[src/rtl/matrix_result_uart_tx.sv]
// ----------------------------------------------------------------------------
// matrix_result_uart_tx
//   Return path of the 10x10 matrix pipeline. On a start pulse the packed
//   product is copied into a shadow register and streamed out as UART 8N1,
//   one byte per entry, entry 0 first.
//
//   Optional feature (define MATRIX_TX_ASCII_EN): each entry is sent as an
//   ASCII hex digit and every ROW_LEN entries are followed by CR, LF.
//   Without the macro, raw bytes {zeros, entry} are sent and no CR/LF logic
//   exists.
//
// Ports
//   clk    in  1                   system clock, rising edge
//   rst    in  1                   asynchronous reset, active-high
//   start  in  1                   capture result and begin transmission (IDLE only)
//   result in  N_ENTRIES*ENTRY_W   packed product, entry k = result[k*ENTRY_W +: ENTRY_W]
//   tx     out 1                   UART serial line, idles high
//   busy   out 1                   high from the cycle after capture to the last stop bit
//   done   out 1                   one-cycle pulse after the final stop bit
// ----------------------------------------------------------------------------
module matrix_result_uart_tx #(
  parameter int CLKS_PER_BIT = 868,
  parameter int N_ENTRIES    = 100,
`ifdef MATRIX_TX_ASCII_EN
  parameter int ENTRY_W      = 4,
  parameter int ROW_LEN      = 10
`else
  parameter int ENTRY_W      = 4
`endif
) (
  input  logic                           clk,
  input  logic                           rst,
  input  logic                           start,
  input  logic [N_ENTRIES*ENTRY_W-1:0]   result,
  output logic                           tx,
  output logic                           busy,
  output logic                           done
);

  localparam int CW = (CLKS_PER_BIT > 1) ? $clog2(CLKS_PER_BIT) : 1;
  localparam int IW = (N_ENTRIES > 1) ? $clog2(N_ENTRIES) : 1;
  localparam logic [CW-1:0] CNT_MAX  = CW'(CLKS_PER_BIT - 1);
  localparam logic [CW-1:0] CNT_STOP = CW'(CLKS_PER_BIT - 2);
  localparam logic [IW-1:0] IDX_LAST = IW'(N_ENTRIES - 1);

  typedef enum logic [2:0] {
    S_IDLE, S_START_BIT, S_DATA, S_STOP_BIT, S_NEXT, S_FINISH
  } state_t;

  state_t                         r_state;
  state_t                         w_next;
  logic [CW-1:0]                  r_cnt;
  logic [2:0]                     r_bit;
  logic [IW-1:0]                  r_idx;
  logic [N_ENTRIES*ENTRY_W-1:0]   r_shadow;
  logic [ENTRY_W-1:0]             w_entry;
  logic [7:0]                     w_byte;
  logic                           w_last;

  assign w_entry = r_shadow[r_idx*ENTRY_W +: ENTRY_W];

`ifdef MATRIX_TX_ASCII_EN
  localparam int RW = (ROW_LEN > 1) ? $clog2(ROW_LEN) : 1;
  localparam logic [RW-1:0] COL_LAST = RW'(ROW_LEN - 1);

  // r_sub selects what the current frame carries: 0 entry digit, 1 CR, 2 LF
  logic [1:0]    r_sub;
  logic [RW-1:0] r_col;

  function automatic logic [7:0] hex_ascii(input logic [3:0] v);
    return (v < 4'd10) ? (8'h30 + {4'h0, v}) : (8'h37 + {4'h0, v});
  endfunction

  always_comb begin
    w_byte = hex_ascii(4'(w_entry));
    if (r_sub == 2'd1)      w_byte = 8'h0D;
    else if (r_sub == 2'd2) w_byte = 8'h0A;
  end

  // A trailing partial row (N_ENTRIES not a multiple of ROW_LEN) ends on a digit
  assign w_last = (r_idx == IDX_LAST) &&
                  ((r_sub == 2'd2) || ((r_sub == 2'd0) && (r_col != COL_LAST)));

  always_ff @(posedge clk or posedge rst) begin
    if (rst) begin
      r_sub <= 2'd0;
      r_col <= '0;
    end else if (r_state == S_FINISH) begin
      r_sub <= 2'd0;
      r_col <= '0;
    end else if (r_state == S_NEXT && !w_last) begin
      case (r_sub)
        2'd0: begin
          if (r_col == COL_LAST) begin
            r_sub <= 2'd1;
            r_col <= '0;
          end else begin
            r_col <= r_col + 1'b1;
          end
        end
        2'd1:    r_sub <= 2'd2;
        default: r_sub <= 2'd0;
      endcase
    end
  end

  // The pointer moves after a digit that does not end a row, or after LF
  logic w_adv;
  assign w_adv = ((r_sub == 2'd0) && (r_col != COL_LAST)) || (r_sub == 2'd2);
`else
  assign w_byte = 8'(w_entry);
  assign w_last = (r_idx == IDX_LAST);

  logic w_adv;
  assign w_adv = 1'b1;
`endif

  // Shadow holds the product for the whole transmission; no reset needed
  // because it is always rewritten before use.
  always_ff @(posedge clk) begin
    if (r_state == S_IDLE && start)
      r_shadow <= result;
  end

  always_ff @(posedge clk or posedge rst) begin
    if (rst) r_state <= S_IDLE;
    else     r_state <= w_next;
  end

  // Stop bit is split: STOP_BIT covers its first CLKS_PER_BIT-1 cycles and
  // NEXT is its final cycle, so frames follow each other with no gap.
  always_comb begin
    w_next = r_state;
    case (r_state)
      S_IDLE:      if (start) w_next = S_START_BIT;
      S_START_BIT: if (r_cnt == CNT_MAX) w_next = S_DATA;
      S_DATA:      if (r_cnt == CNT_MAX && r_bit == 3'd7) w_next = S_STOP_BIT;
      S_STOP_BIT:  if (r_cnt == CNT_STOP) w_next = S_NEXT;
      S_NEXT:      w_next = w_last ? S_FINISH : S_START_BIT;
      S_FINISH:    w_next = S_IDLE;
      default:     w_next = S_IDLE;
    endcase
  end

  always_ff @(posedge clk or posedge rst) begin
    if (rst) begin
      r_cnt <= '0;
      r_bit <= 3'd0;
      r_idx <= '0;
    end else begin
      case (r_state)
        S_START_BIT: r_cnt <= (r_cnt == CNT_MAX) ? '0 : r_cnt + 1'b1;
        S_DATA: begin
          if (r_cnt == CNT_MAX) begin
            r_cnt <= '0;
            r_bit <= r_bit + 1'b1;
          end else begin
            r_cnt <= r_cnt + 1'b1;
          end
        end
        S_STOP_BIT:  r_cnt <= (r_cnt == CNT_STOP) ? '0 : r_cnt + 1'b1;
        S_NEXT:      if (!w_last && w_adv) r_idx <= r_idx + 1'b1;
        S_FINISH: begin
          r_cnt <= '0;
          r_bit <= 3'd0;
          r_idx <= '0;
        end
        default: ;
      endcase
    end
  end

  // Outputs decode the state register directly so reset forces tx high at once
  always_comb begin
    tx = 1'b1;
    if (r_state == S_START_BIT) tx = 1'b0;
    else if (r_state == S_DATA) tx = w_byte[r_bit];
  end

  assign busy = (r_state != S_IDLE) && (r_state != S_FINISH);
  assign done = (r_state == S_FINISH);

endmodule

[config.mk]
export PLATFORM = sky130hd
export DESIGN_NAME = matrix_result_uart_tx
export DESIGN_NICKNAME = d
export VERILOG_FILES = /design/src/rtl/matrix_result_uart_tx.sv
export SDC_FILE = /design/constraint.sdc
export NUM_CORES = 1
export LEC_CHECK = 0
export CORE_UTILIZATION = 50
export DETAILED_ROUTE_END_ITERATION = 8
export PLACE_DENSITY = 0.85
export SETUP_SLACK_MARGIN = 0.3
export SLEW_MARGIN = 20
export SYNTH_ARGS = -nofsm -noshare
export SYNTH_HDL_FRONTEND = slang
export SYNTH_SLANG_ARGS = --single-unit
[constraint.sdc]
create_clock -name clk -period 15.2 [get_ports clk]
set_clock_uncertainty 0.15 [all_clocks]
set_input_delay 3.04 -clock clk [delete_from_list [all_inputs] [get_ports clk]]
set_output_delay 3.04 -clock clk [all_outputs]
set_load 0.1 [all_outputs]
==> metrics <==
outcome=complete, no violations; Hold Path Class=flop to flop; initial drt markers=920; via count=between 9k and 10k; fraction of layout cells with a size suffix above 1=0.140; crit-path max FO=54; clock slew at reported path FFs=0.06 ns; slowest CP cell=clkdlybuf4s50_1; Setup violations, final=0; Worst R2R End=r_shadow[31]; FF-to-FF Start=r_state[0]; maximum VDD drop=~0.00013 V; sequential share of the synthesized area=0.754; synth warn=0; final WL=43.4 mm; Die Wd=approximately 180 um; CTS Hold Bufs=0; Longest Clk Path Bufs=3; Final WS setup=6.09 ns; Pleak=7.31 nW; Port Buffers=405; Fin. Hold Viols=0; main area contributors after synthesis=edfxtp_1, mux4_2, dfrtp_1; most used routing layer=met2; Post-CTS Setup Bufs=0; syn_nets=1230; CTS buffer count=43; GR Layer Usage met1=0.306; clk_lat worst skew=0.52 ns; num ports=between 400 and 500; largest area contributor in the netlist=edfxtp_1; Hold EP=r_cnt[2]; CTS tree=built; crit path DAT=5.92 ns; kind of cell adding the most delay to the critical path=buffers and inverters; total die area=34100 sq um; CTS H-tree lvls=2; initial core utilization=0.511; Synth top area share=0.719; commonest non-fill, non-tap cell in the layout=clkdlybuf4s50_1; first-pass GRT wire length=roughly 62 mm; core footprint=32700 sq um; global route total overflow=0; layout net count=1651; Post-synth ARST share=0.0544; FF-to-FF setup slack=11.09 ns; routed length per placed instance=25.1 um; Root Driver=clkbuf_16; GRT met2 Usage=0.445; commonest cells after routing, fill and taps aside=clkdlybuf4s50_1, edfxtp_1, mux4_2; Syn Area/Cell=20.3 sq um; Buf+Inv Stages, Crit Path=3; ratio of final minimum period to clock period=0.600; clock period minus worst slack=roughly 9.1 ns; number of global-route vias before repair=10.2k; Fin Setup TNS=0 ns; maxcap violations=0; fill cell count=2126; worst-path cell chain=buf_4 > buf_4 > mux4_2 > mux4_2 > or2_1 > a221oi_1 > a311oi_1 > o32a_1 > clkdlybuf4s50_1; RSZ-0062 raised after global routing=no; Max Clock Freq=110 MHz; EDFF count, synth=400; initial antenna violation count=13; antenna-violating nets left=0; # DRC=0; clk sinks=423; post-synthesis cell area=16700 sq um; Die H=185 um; Setup crit start kind=flop; Max transition margin=0.258; Area Growth Syn to Fin=35.1%; hold_sp=r_cnt[2]; Yosys reg bits=between 400 and 500; hold path depth=1; Detail Placement HPWL=30.6 mm; Pwr Total=0.00240 W; power density cells=106 nW/um^2; GRT Total Usage=0.255; r2r worst-path depth=4; placed cell count=approximately 1.6k; pre-CTS setup slack=roughly 6.5 ns; First-pass DRT Iterations=5; largest net degree at the start of global routing=97; crit-path max cell delay=1.00 ns; ys flop type=edfxtp_1; Netlist cell types=57; Slew Viols, Final=0; Post-CTS Resized=0; cells after synthesis=822; Rows=66; met3 global-route usage=0.0529; worst hold slack=0.375 ns; Crit Path Class=flop to output pin; drt via density=5.66; Non-Filler Instances=around 1.7k; CP Capture Type=output pin; GP Congestion=0.813; Worst Path Required=about 12 ns; Slew @ Worst Pin=1.11 ns
-- synth_stat cells (all sizes together), types with 2 or more instances --
| cell type | instances |
|---|---|
| a31oi | 6 |
| and2 | 3 |
| a221oi | 6 |
| a22oi | 4 |
| nor2 | 24 |
| xnor2 | 6 |
| a32oi | 2 |
| buf | 18 |
| a2111oi | 2 |
| nand3 | 17 |
| clkbuf | 22 |
| ha | 5 |
| o31ai | 3 |
| nor2b | 6 |
| or3 | 2 |
| nand2b | 3 |
| a311oi | 2 |
| o21ai | 22 |
| and3 | 6 |
| mux4 | 97 |
| nand3b | 3 |
| nor3 | 4 |
| o2111ai | 3 |
| inv | 9 |
| a21o | 3 |
| o211ai | 5 |
| o221ai | 3 |
| edfxtp | 400 |
| nand4 | 2 |
| nor4b | 2 |
| mux2i | 25 |
| nand2 | 39 |
| a21oi | 12 |
| mux2 | 14 |
| dfrtp | 23 |
| xor2 | 3 |
-- kinds of logic (layout without fill, tap and decap cells) --
family	Yosys count	after routing	synth area share
buf+inv	49	501	0.0147
fa+ha+maj	5	5	0.00375
other cells	0	14	0
flops	423	423	0.754
mux	136	136	0.155
simple gates	117	117	0.0339
xor+xnor	9	9	0.00472
compound gates	83	83	0.0341
-- routing by layer --
layer	vias up	wire length, um
met5	-	13
met4	2	1790
met3	109	3080
met2	489	22900
met1	4929	15600
li1	4268	-
-- sequential cells by signal, indices dropped and copies added, names as in the netlist --
name	count
r_idx	7
r_shadow	400
r_cnt	10
r_state	3
r_bit	3
-- report_power, final --
part	internal [W]	switching [W]	total [W]	leakage, nW
combinational	0.0000895	0.0000196	0.000109	2.77
sequential	0.00127	0	0.00127	3.89
clock	0.000590	0.000425	0.00101	0.644
total	0.00195	0.000444	0.00240	7.31
-- layout make-up --
type	count	area, sq um	area share
multi-input cells	350	3870	0.172
inverters	9	33.8	0.00150
well taps	442	553	0.0245
repair buffers	416	4140	0.183
clock buffers	55	1120	0.0497
clock inverters	21	213	0.00943
diodes	14	35.0	0.00155
flip-flops and latches	423	12600	0.558
-- per-stage QoR --
stage,cell area (sq um),util
3_3_place_gp,21200,0.648
3_5_place_dp,21200,0.648
6_report,22600,0.690
4_1_cts,22500,0.689
5_1_grt,22600,0.690
2_1_floorplan,16700,-
-- worst max path at each step --
stage | start | to | depth (start not counted)
3_5_place_dp | r_idx[0] | tx | 9
6_report | r_idx[0] | tx | 9
4_1_cts | r_idx[0] | tx | 9
2_1_floorplan | start | r_shadow[0] | 1
3_3_place_gp | r_idx[0] | tx | 9
5_1_grt | r_idx[0] | tx | 9
Power figures use the tool's default switching activity.
